==> src/rtl/page_mux_server_pkg.sv <==
// Shared types and constants for the page mux server.
package page_mux_server_pkg;

  typedef enum logic [2:0] {
    S_IDLE,
    S_LOAD,
    S_PRESENT,
    S_LIVE,
    S_HOLD
  } page_srv_state_t;

  localparam int unsigned PAGE_LOOPBACK  = 0;
  localparam int unsigned SEL_FREEZE_BIT = 30;
  localparam int unsigned SEL_ECHO_BIT   = 31;

  function automatic logic [31:0] loopback_word(input logic echo, input logic [15:0] count);
    return {echo, 14'b0, count, 1'b1};
  endfunction

endpackage

==> src/rtl/page_mux_server_stale.sv <==
// Per-page staleness timer: counts idle cycles since the last update, saturating at G_STALE.
module page_stale_timer #(
  parameter int unsigned G_STALE = 40_000_000
) (
  input  logic Clk_ik,
  input  logic Rst_irn,
  input  logic upd_i,
  output logic stale_o
);

  if (G_STALE == 0) begin : g_off
    logic unused_inputs;
    assign unused_inputs = ^{Clk_ik, Rst_irn, upd_i};
    assign stale_o = 1'b0;
  end else begin : g_on
    localparam int unsigned CW = $clog2(G_STALE + 1);
    localparam logic [CW-1:0] LIMIT = CW'(G_STALE);

    logic [CW-1:0] count;

    always_ff @(posedge Clk_ik or negedge Rst_irn) begin
      if (!Rst_irn) begin
        count <= '0;
      end else if (upd_i) begin
        count <= '0;
      end else if (count != LIMIT) begin
        count <= count + CW'(1);
      end
    end

    assign stale_o = (count == LIMIT);
  end

endmodule

==> src/rtl/page_mux_server.sv <==
// Page server: host selector word picks a producer page, presented live or frozen,
// with per-page staleness flags, request counting and invalid-index reporting.
module page_mux_server
  import page_mux_server_pkg::*;
#(
  parameter int unsigned G_PAGES   = 32,
  parameter int unsigned G_WIDTH   = 32,
  parameter int unsigned G_STALE   = 40_000_000,
  parameter logic [31:0] G_DEFAULT = 32'hdeadbeef
) (
  input  logic                       Clk_ik,
  input  logic                       Rst_irn,
  input  logic [31:0]                sel_ib32,
  input  logic                       sel_strobe_i,
  input  logic [G_PAGES*G_WIDTH-1:0] page_data_ib,
  input  logic [G_PAGES-1:0]         page_upd_ib,
  output logic [G_WIDTH-1:0]         data_ob,
  output logic                       data_valid_o,
  output logic [G_PAGES-1:0]         page_stale_ob,
  output logic [15:0]                req_count_ob16,
  output logic                       sel_error_o
);

  localparam int unsigned IW = $clog2(G_PAGES);

  page_srv_state_t state, state_nx;
  logic [7:0]         idx;
  logic               freeze;
  logic               echo;
  logic [G_WIDTH-1:0] pages [G_PAGES];
  logic [G_WIDTH-1:0] page_word;
  logic               idx_bad;
  logic               idx_upd;
  logic               hold_mode;
  logic               present;
  logic               reload;
  logic               valid_nx;
  logic               unused_bits;

  assign unused_bits = ^{sel_ib32[29:8], page_upd_ib[0], page_data_ib[G_WIDTH-1:0]};

  assign pages[0]         = '0;
  assign page_stale_ob[0] = 1'b0;

  for (genvar p = 1; p < G_PAGES; p++) begin : g_page
    assign pages[p] = page_data_ib[p*G_WIDTH +: G_WIDTH];

    page_stale_timer #(.G_STALE(G_STALE)) u_timer (
      .Clk_ik  (Clk_ik),
      .Rst_irn (Rst_irn),
      .upd_i   (page_upd_ib[p]),
      .stale_o (page_stale_ob[p])
    );
  end

  assign idx_bad   = ({1'b0, idx} >= 9'(G_PAGES));
  assign idx_upd   = !idx_bad && (idx != 8'(PAGE_LOOPBACK)) && page_upd_ib[idx[IW-1:0]];
  assign hold_mode = freeze || idx_bad;

  always_comb begin
    page_word = pages[idx[IW-1:0]];
    if (idx_bad) begin
      page_word = G_WIDTH'(G_DEFAULT);
    end else if (idx == 8'(PAGE_LOOPBACK)) begin
      page_word = G_WIDTH'(loopback_word(echo, req_count_ob16));
    end
  end

  always_ff @(posedge Clk_ik or negedge Rst_irn) begin
    if (!Rst_irn) state <= S_IDLE;
    else          state <= state_nx;
  end

  // A new strobe always wins, so it is checked ahead of the per-state transitions.
  always_comb begin
    state_nx = state;
    present  = 1'b0;
    reload   = 1'b0;
    if (sel_strobe_i) begin
      state_nx = S_LOAD;
    end else begin
      case (state)
        S_LOAD: begin
          state_nx = S_PRESENT;
          present  = 1'b1;
        end
        S_PRESENT: begin
          state_nx = hold_mode ? S_HOLD : S_LIVE;
          reload   = !hold_mode;
        end
        S_LIVE:  reload = 1'b1;
        default: ;
      endcase
    end
  end

  assign valid_nx = present || (reload && idx_upd);

  // Selector fields are captured on the strobe edge itself so the page can be
  // loaded at the end of S_LOAD, giving strobe-to-data latency of two cycles.
  always_ff @(posedge Clk_ik or negedge Rst_irn) begin
    if (!Rst_irn) begin
      idx            <= '0;
      freeze         <= 1'b0;
      echo           <= 1'b0;
      req_count_ob16 <= '0;
      data_ob        <= '0;
      data_valid_o   <= 1'b0;
      sel_error_o    <= 1'b0;
    end else begin
      data_valid_o <= valid_nx;
      if (sel_strobe_i) begin
        idx            <= sel_ib32[7:0];
        freeze         <= sel_ib32[SEL_FREEZE_BIT];
        echo           <= sel_ib32[SEL_ECHO_BIT];
        req_count_ob16 <= req_count_ob16 + 16'd1;
      end
      if (present || reload) data_ob <= page_word;
      if (present) sel_error_o <= idx_bad;
    end
  end

endmodule
==> config.mk <==
export PLATFORM = sky130hd
export DESIGN_NAME = page_mux_server
export DESIGN_NICKNAME = d
export VERILOG_FILES = /design/src/rtl/page_mux_server_pkg.sv /design/src/rtl/page_mux_server_stale.sv /design/src/rtl/page_mux_server.sv
export SDC_FILE = /design/constraint.sdc
export NUM_CORES = 2
export LEC_CHECK = 0
export CORE_AREA = 2 2 457 459
export DETAILED_ROUTE_END_ITERATION = 16
export DIE_AREA = 0 0 459 461
export GPL_ROUTABILITY_DRIVEN = 0
export GPL_TIMING_DRIVEN = 0
export HOLD_SLACK_MARGIN = 0.08
export MAX_ROUTING_LAYER = met4
export PLACE_DENSITY = 0.54
export SLEW_MARGIN = 10
export SYNTH_ARGS = -nofsm -noshare
export SYNTH_HDL_FRONTEND = slang
export SYNTH_SLANG_ARGS = --single-unit
==> constraint.sdc <==
create_clock -name Clk_ik -period 3.62 [get_ports Clk_ik]
set_input_delay 1.086 -clock Clk_ik [delete_from_list [all_inputs] [get_ports Clk_ik]]
set_output_delay 1.086 -clock Clk_ik [all_outputs]
set_load 0.03 [all_outputs]
[Yosys cells after proc, flatten, opt, wreduce, memory -nomap -nowiden]
Cells that the tools add are included.
Word-level totals
  output and inout port bits: 82
  register bits after elaboration: 869
  input bits: 1091
  logic and storage cells: 258
Cells by class
  add/subtract/negate cells: 32
  reductions and logical operators: 42
  muxes and demuxes: 76
  order comparisons: 3
  eq/ne operators: 65
  bitwise logic cells: 1
Operators by type and width (number)
  26-bit two-way mux: 62
  26-bit by 1-bit adder with 26-bit output, second input constant: 31
  26-bit == test, second input constant: 31
  26-bit inequality test, second input constant: 31
  32-bit binary-select mux with 5-bit select: 1
  32-bit two-way mux: 4
  2-bit nonzero test: 31
  16-bit by 1-bit adder with 16-bit output, second input constant: 1
  8-bit by 6-bit >= comparator with 1-bit output, second input constant: 1
  8-bit zero test: 1
  8-bit nonzero test: 1
  3-bit by 2-bit == test with 1-bit output, second input constant: 2
  6-bit >= comparator, second input constant: 1
  5-bit by 6-bit < comparator with 1-bit output, second input constant: 1
  3-bit two-way mux: 2
  5-bit inverter with 6-bit output: 1
  3-bit case mux with 2 select lines: 1
  1-bit binary-select mux with 5-bit select: 1
  1-bit two-way mux: 4
  3-bit by 1-bit == test with 1-bit output, second input constant: 1
  1-bit logical AND: 3
  1-bit logical OR: 3
  3-bit nonzero test: 1
  1-bit zero test: 2
  1-bit case mux with 2 select lines: 1

[Longest topological paths before layout]
  word-level depth: 7
  mapped depth: 10
  mapped depth without buffers: 7

[By module]
Synthesis repeated with hierarchy kept, for this count alone.
Second synthesis, totals
  cells, all modules: 5624
  area total of the unflattened synthesis: 54850.1 sq um
Modules (own cells, without submodules)
  page_stale_timer: cells an instance 151, sequential area each 650.6 sq um, instances 31, area each 1420.1 sq um
  page_mux_server: cells an instance 943, sequential area each 1576.5 sq um, instances 1, area each 10826.6 sq um

[Worst setup path before layout]
OpenSTA, ideal clock, no wires.
  path kind: register to output
  start: register g_page[26].u_timer.g_on.count[15]
  end: output port page_stale_ob[26]
  slack: 0.517 ns
  arrival time: 2.017 ns
  data required time: 2.534 ns
  stages on the path, launching flop included: 5
  cell sequence: dfrtp_1 or4_1 or4_1 nor4_4 buf_4
Between the ends
  longest elaborated chain between the ends: 1
RTL lines
  from (decl): line page_mux_server_stale.sv:19  | logic [CW-1:0] count;
  from (signal assigned): line page_mux_server_stale.sv:27  | count <= count + CW'(1);
  26-bit == test: line page_mux_server_stale.sv:31  | assign stale_o = (count == LIMIT);
  to (decl): line page_mux_server.sv:19  | output logic [G_PAGES-1:0] page_stale_ob,
No other way between the ends.

[Final worst setup path]
  start: register g_page[27].u_timer.g_on.count[8]
  end: output port page_stale_ob[27]
Between the ends
  longest elaborated chain between the ends: 1
RTL lines (line)
  from (decl): page_mux_server_stale.sv:19
  from (signal assigned): page_mux_server_stale.sv:27
  26-bit == test: page_mux_server_stale.sv:31
No other way between the ends.

==> results summary <==
The detailed router finished its first iteration with 4696 violations. The final setup violation count came out at 9. The number of nets still failing antenna checks after routing is 0. The clock slew seen by the registers of the worst setup and hold paths is 0.06 ns. Input and output buffers added on the ports amount to 1089. The overall via count from detail_route came out at 50800. The dominant register cell in the synthesized netlist is sky130_fd_sc_hd__dfrtp_1. The number of max-capacitance violations reported came out at 0. Using the TritonRoute via totals, the vias-per-cell ratio works out to 5.27. The normalized max-slew margin is 10.4%.

The average cell area after synthesis came out at 9.63 sq um. The initial antenna violation count was 129. The fraction of the core area covered by cells at the end of the flow came out at 35.3%.

The total overflow reported by the global router came out at 0. The placed instances occupy a cell area of 67500 sq um. The final routed wirelength across all metal layers came out at 308000 microns. After legalization and detailed placement, the total HPWL measured 247000 microns. The remaining routing DRC violations is 0.

The proportion of synthesized chip area in sequential cells came out at 41.4%. In this run, synthesis inferred 0 flip-flops with an integrated enable. The number of sinks driven by the clock tree came out at 869. Registers take 21800 sq um.

The filler cell count in the final layout came out at 20900. Counting I/O delays and the setup requirement, the final critical path takes 3.95 ns. The kind of critical path is reg2out. The number of cells in the design after placement came out at 9275. TritonCTS created 107 clock buffers. Of the available clock period, the critical path in the final layout requires 109%.

The die boundary height is 461 microns. The synthesized netlist net count is 6607. The area growth from synthesis to layout is 38.9%. The type of element capturing the critical path is a primary output. Leaving out filler cells and counting taps, the final layout contains 9645. The worst hold path belongs to the class in2async. Entering global routing, the biggest net connects 146 pins. The launching element type of the critical path is a flop.

The via count of the first global-routing pass is 49300. The leakage power figure came out at 28.0 nW. The standard cell core area is 206000 sq um. The total of flip-flops plus latches after synthesis is 869. The critical path required time came out at 2.53 ns. In this run, post-CTS hold repair placed 0 buffers. The total I/O pin count is 1173. The count of pins over their slew limit came to 0. At the later pin of the worst-skew pair, clock insertion delay measures 0.77 ns.

At the worst endpoint, the arrival time is 2.87 ns. The power per unit of standard cell area came out at 379 nW/um^2. The flow ran to the end, but the final reports show violations.

Setup repair after global routing could not meet its margin everywhere. The clock tree synthesis step divided the H-tree into 3 levels. The pre-CTS setup slack came out at -1.06 ns. The cell area after technology mapping is 52500 sq um.

The count of nets after finishing is 7894. Global routing consumed, over all layers together, 29.0% of the routing resources. The number of detailed-routing iterations run before antenna repair came out at 6.

The area of the die came out at 212000 sq um. The number of buffers on the longest clock path is 3. The post-synthesis cell type count came out at 76.

The instance count of the mapped netlist came out at 5453. The final hold violation count came out at 0. The final reports fail on negative setup slack. The area of all placed cells without fillers is 72900 sq um.

The measured slew at the worst slew-check pin came out at 1.34 ns. IR analysis of the VDD net gives a maximum drop of 0.000420 V. The CTS tree is built. The final worst clock skew came out at 0.0732 ns. The total of warnings raised by yosys came out at 0. The chip width came out at 459 microns. Cells with a size suffix above 1 make up 12.4% of the layout.

The first-pass GRT wire length came out at 409000 microns. The detail-routed net length per standard cell is 31.9 microns. The fraction of registers with async set/reset is 100%.

The highest fanout seen on the critical path is 4. The tree is rooted in a sky130_fd_sc_hd__clkbuf_16. The worst-case setup margin in the final layout is -0.332 ns. The timing-limited maximum frequency came out at 253 MHz.

The area of the multi-input gates came out at 29700 sq um. The starting density of the core came out at 25.4%. The number of rows created at floorplan is 167.
==> through the flow <==
step           setup TNS (ns)  hold slack, ns  power, mW
2_1_floorplan               0           0.481       12.2
3_3_place_gp                -           0.485       16.0
3_5_place_dp           -25.29           0.488       16.2
4_1_cts                 -1.46           0.243       27.9
5_1_grt                 -1.50           0.298       28.4
6_report                -1.21           0.278       27.7
==> cells by family after synthesis <==
| family | Yosys count | synth area share (%) |
|---|---|---|
| flops | 869 | 41.4 |
| simple gates | 2556 | 25.0 |
| mux | 379 | 11.8 |
| other cells | 1 | 0.00714 |
| fa+ha+maj | 63 | 1.50 |
| xor+xnor | 652 | 10.9 |
| buf+inv | 455 | 3.64 |
| compound gates | 478 | 5.72 |
==> flip-flops by register name (all words and copies together) (netlist names) <==
signal	count
data_ob	32
data_valid_o	1
echo	1
freeze	1
g_page.u_timer.g_on.count	806
idx	8
req_count_ob16	16
sel_error_o	1
state	3
==> cell usage after synthesis, types with 15 or more instances <==
library cell               count  area, sq um
sky130_fd_sc_hd__or4_1        32          240
sky130_fd_sc_hd__dfrtp_1     869        21700
sky130_fd_sc_hd__or3b_2       24          210
sky130_fd_sc_hd__clkbuf_1    198          743
sky130_fd_sc_hd__mux4_2      188         4230
sky130_fd_sc_hd__a31oi_1      18          113
sky130_fd_sc_hd__xor2_1      303         2650
sky130_fd_sc_hd__buf_1        21         78.8
sky130_fd_sc_hd__nor3_1      144          721
sky130_fd_sc_hd__o21ai_0     126          631
sky130_fd_sc_hd__mux2i_1     144         1440
sky130_fd_sc_hd__nor2b_1      36          225
sky130_fd_sc_hd__nor4b_1      32          280
sky130_fd_sc_hd__nand2b_1     32          200
sky130_fd_sc_hd__a221oi_1     49          429
sky130_fd_sc_hd__nand2_1     348         1310
sky130_fd_sc_hd__nor2_1      817         3070
sky130_fd_sc_hd__nand4_1     216         1350
sky130_fd_sc_hd__or3_1       112          701
sky130_fd_sc_hd__ha_1         63          788
sky130_fd_sc_hd__and3_1       88          551
sky130_fd_sc_hd__buf_4        45          338
sky130_fd_sc_hd__nor4_1      203         1270
sky130_fd_sc_hd__buf_2        29          145
sky130_fd_sc_hd__mux2_2       47          529
sky130_fd_sc_hd__nand3_1     297         1490
sky130_fd_sc_hd__xnor2_1     349         3060
sky130_fd_sc_hd__a22o_1       15          131
sky130_fd_sc_hd__and4_1       68          596
sky130_fd_sc_hd__inv_1       161          604
sky130_fd_sc_hd__a21oi_1     163          816
sky130_fd_sc_hd__and2_1       37          231
sky130_fd_sc_hd__a22oi_1      29          218
==> critical path, cell delays in order, from the launching register on <==
cell and delay [ns]:
sky130_fd_sc_hd__dfrtp_1 0.41, sky130_fd_sc_hd__or4b_4 0.52, sky130_fd_sc_hd__or4_4 0.54, sky130_fd_sc_hd__nor4_4 0.32, sky130_fd_sc_hd__buf_4 0.19, sky130_fd_sc_hd__buf_6 0.12
==> layer usage <==
metal	global-route usage [%]	wire, microns	vias up
met2	43.5	137000	2382
met1	33.3	119000	25500
li1	-	-	22300
met4	19.0	23000	0
met5	-	0	-
met3	9.13	28800	592
==> cells in the final DEF (no fill, tap or decap), types with 109 or more instances in the layout <==
cell type and count:
sky130_fd_sc_hd__nor2_1 809, sky130_fd_sc_hd__nand2_1 347, sky130_fd_sc_hd__dfrtp_1 853, sky130_fd_sc_hd__or3_1 112, sky130_fd_sc_hd__xor2_1 303, sky130_fd_sc_hd__nor3_1 140, sky130_fd_sc_hd__nor4_1 169, sky130_fd_sc_hd__nand4_1 216
sky130_fd_sc_hd__mux2i_1 138, sky130_fd_sc_hd__nand3_1 297, sky130_fd_sc_hd__mux4_2 188, sky130_fd_sc_hd__xnor2_1 349, sky130_fd_sc_hd__clkdlybuf4s50_1 1057, sky130_fd_sc_hd__a21oi_1 159, sky130_fd_sc_hd__inv_1 160, sky130_fd_sc_hd__o21ai_0 119
sky130_fd_sc_hd__buf_4 125, sky130_fd_sc_hd__diode_2 113, sky130_fd_sc_hd__clkbuf_16 109, sky130_fd_sc_hd__clkbuf_1 168
==> worst paths after layout <==
check                                                  from                          endpoint  cells past startpoint  slack, ns
hold reg to reg                                 data_ob[22]                       data_ob[22]                      1       0.50
max in group asynchronous                           Rst_irn  g_page[8].u_timer.g_on.count[20]                      4       0.85
setup / recovery           g_page[27].u_timer.g_on.count[8]                 page_stale_ob[27]                      5      -0.33
hold / removal                                      Rst_irn  g_page[2].u_timer.g_on.count[19]                      1       0.28
min in group Clk_ik                             data_ob[22]                       data_ob[22]                      1       0.50
setup reg to reg                                     idx[7]                        data_ob[3]                      6      -0.13
==> repair_timing <==
item | CTS | global route
resized for setup | 335 | 63
buffers inserted | 49 | 16
pin swaps | 44 | 28
endpoints found under the setup margin | 65 | 32
==> layout make-up <==
class | instances | share of cell area (%)
diodes | 113 | 0.388
plain buffers | 288 | 2.12
clock buffers | 157 | 4.36
clock inverters | 40 | 0.765
inverters | 162 | 0.836
multi-input cells | 4129 | 40.7
flip-flops and latches | 869 | 29.9
well taps | 2704 | 4.64
repair buffers | 1183 | 16.3
==> where the power goes <==
part / leakage [nW] / internal [mW] / switching (mW)
clock: 1.83 / 6.74 / 4.81
combinational: 14.3 / 2.37 / 3.58
sequential: 11.9 / 9.90 / 0.249
total: 28.0 / 19.0 / 8.64
No activity file was read; power rests on OpenSTA's default activity.
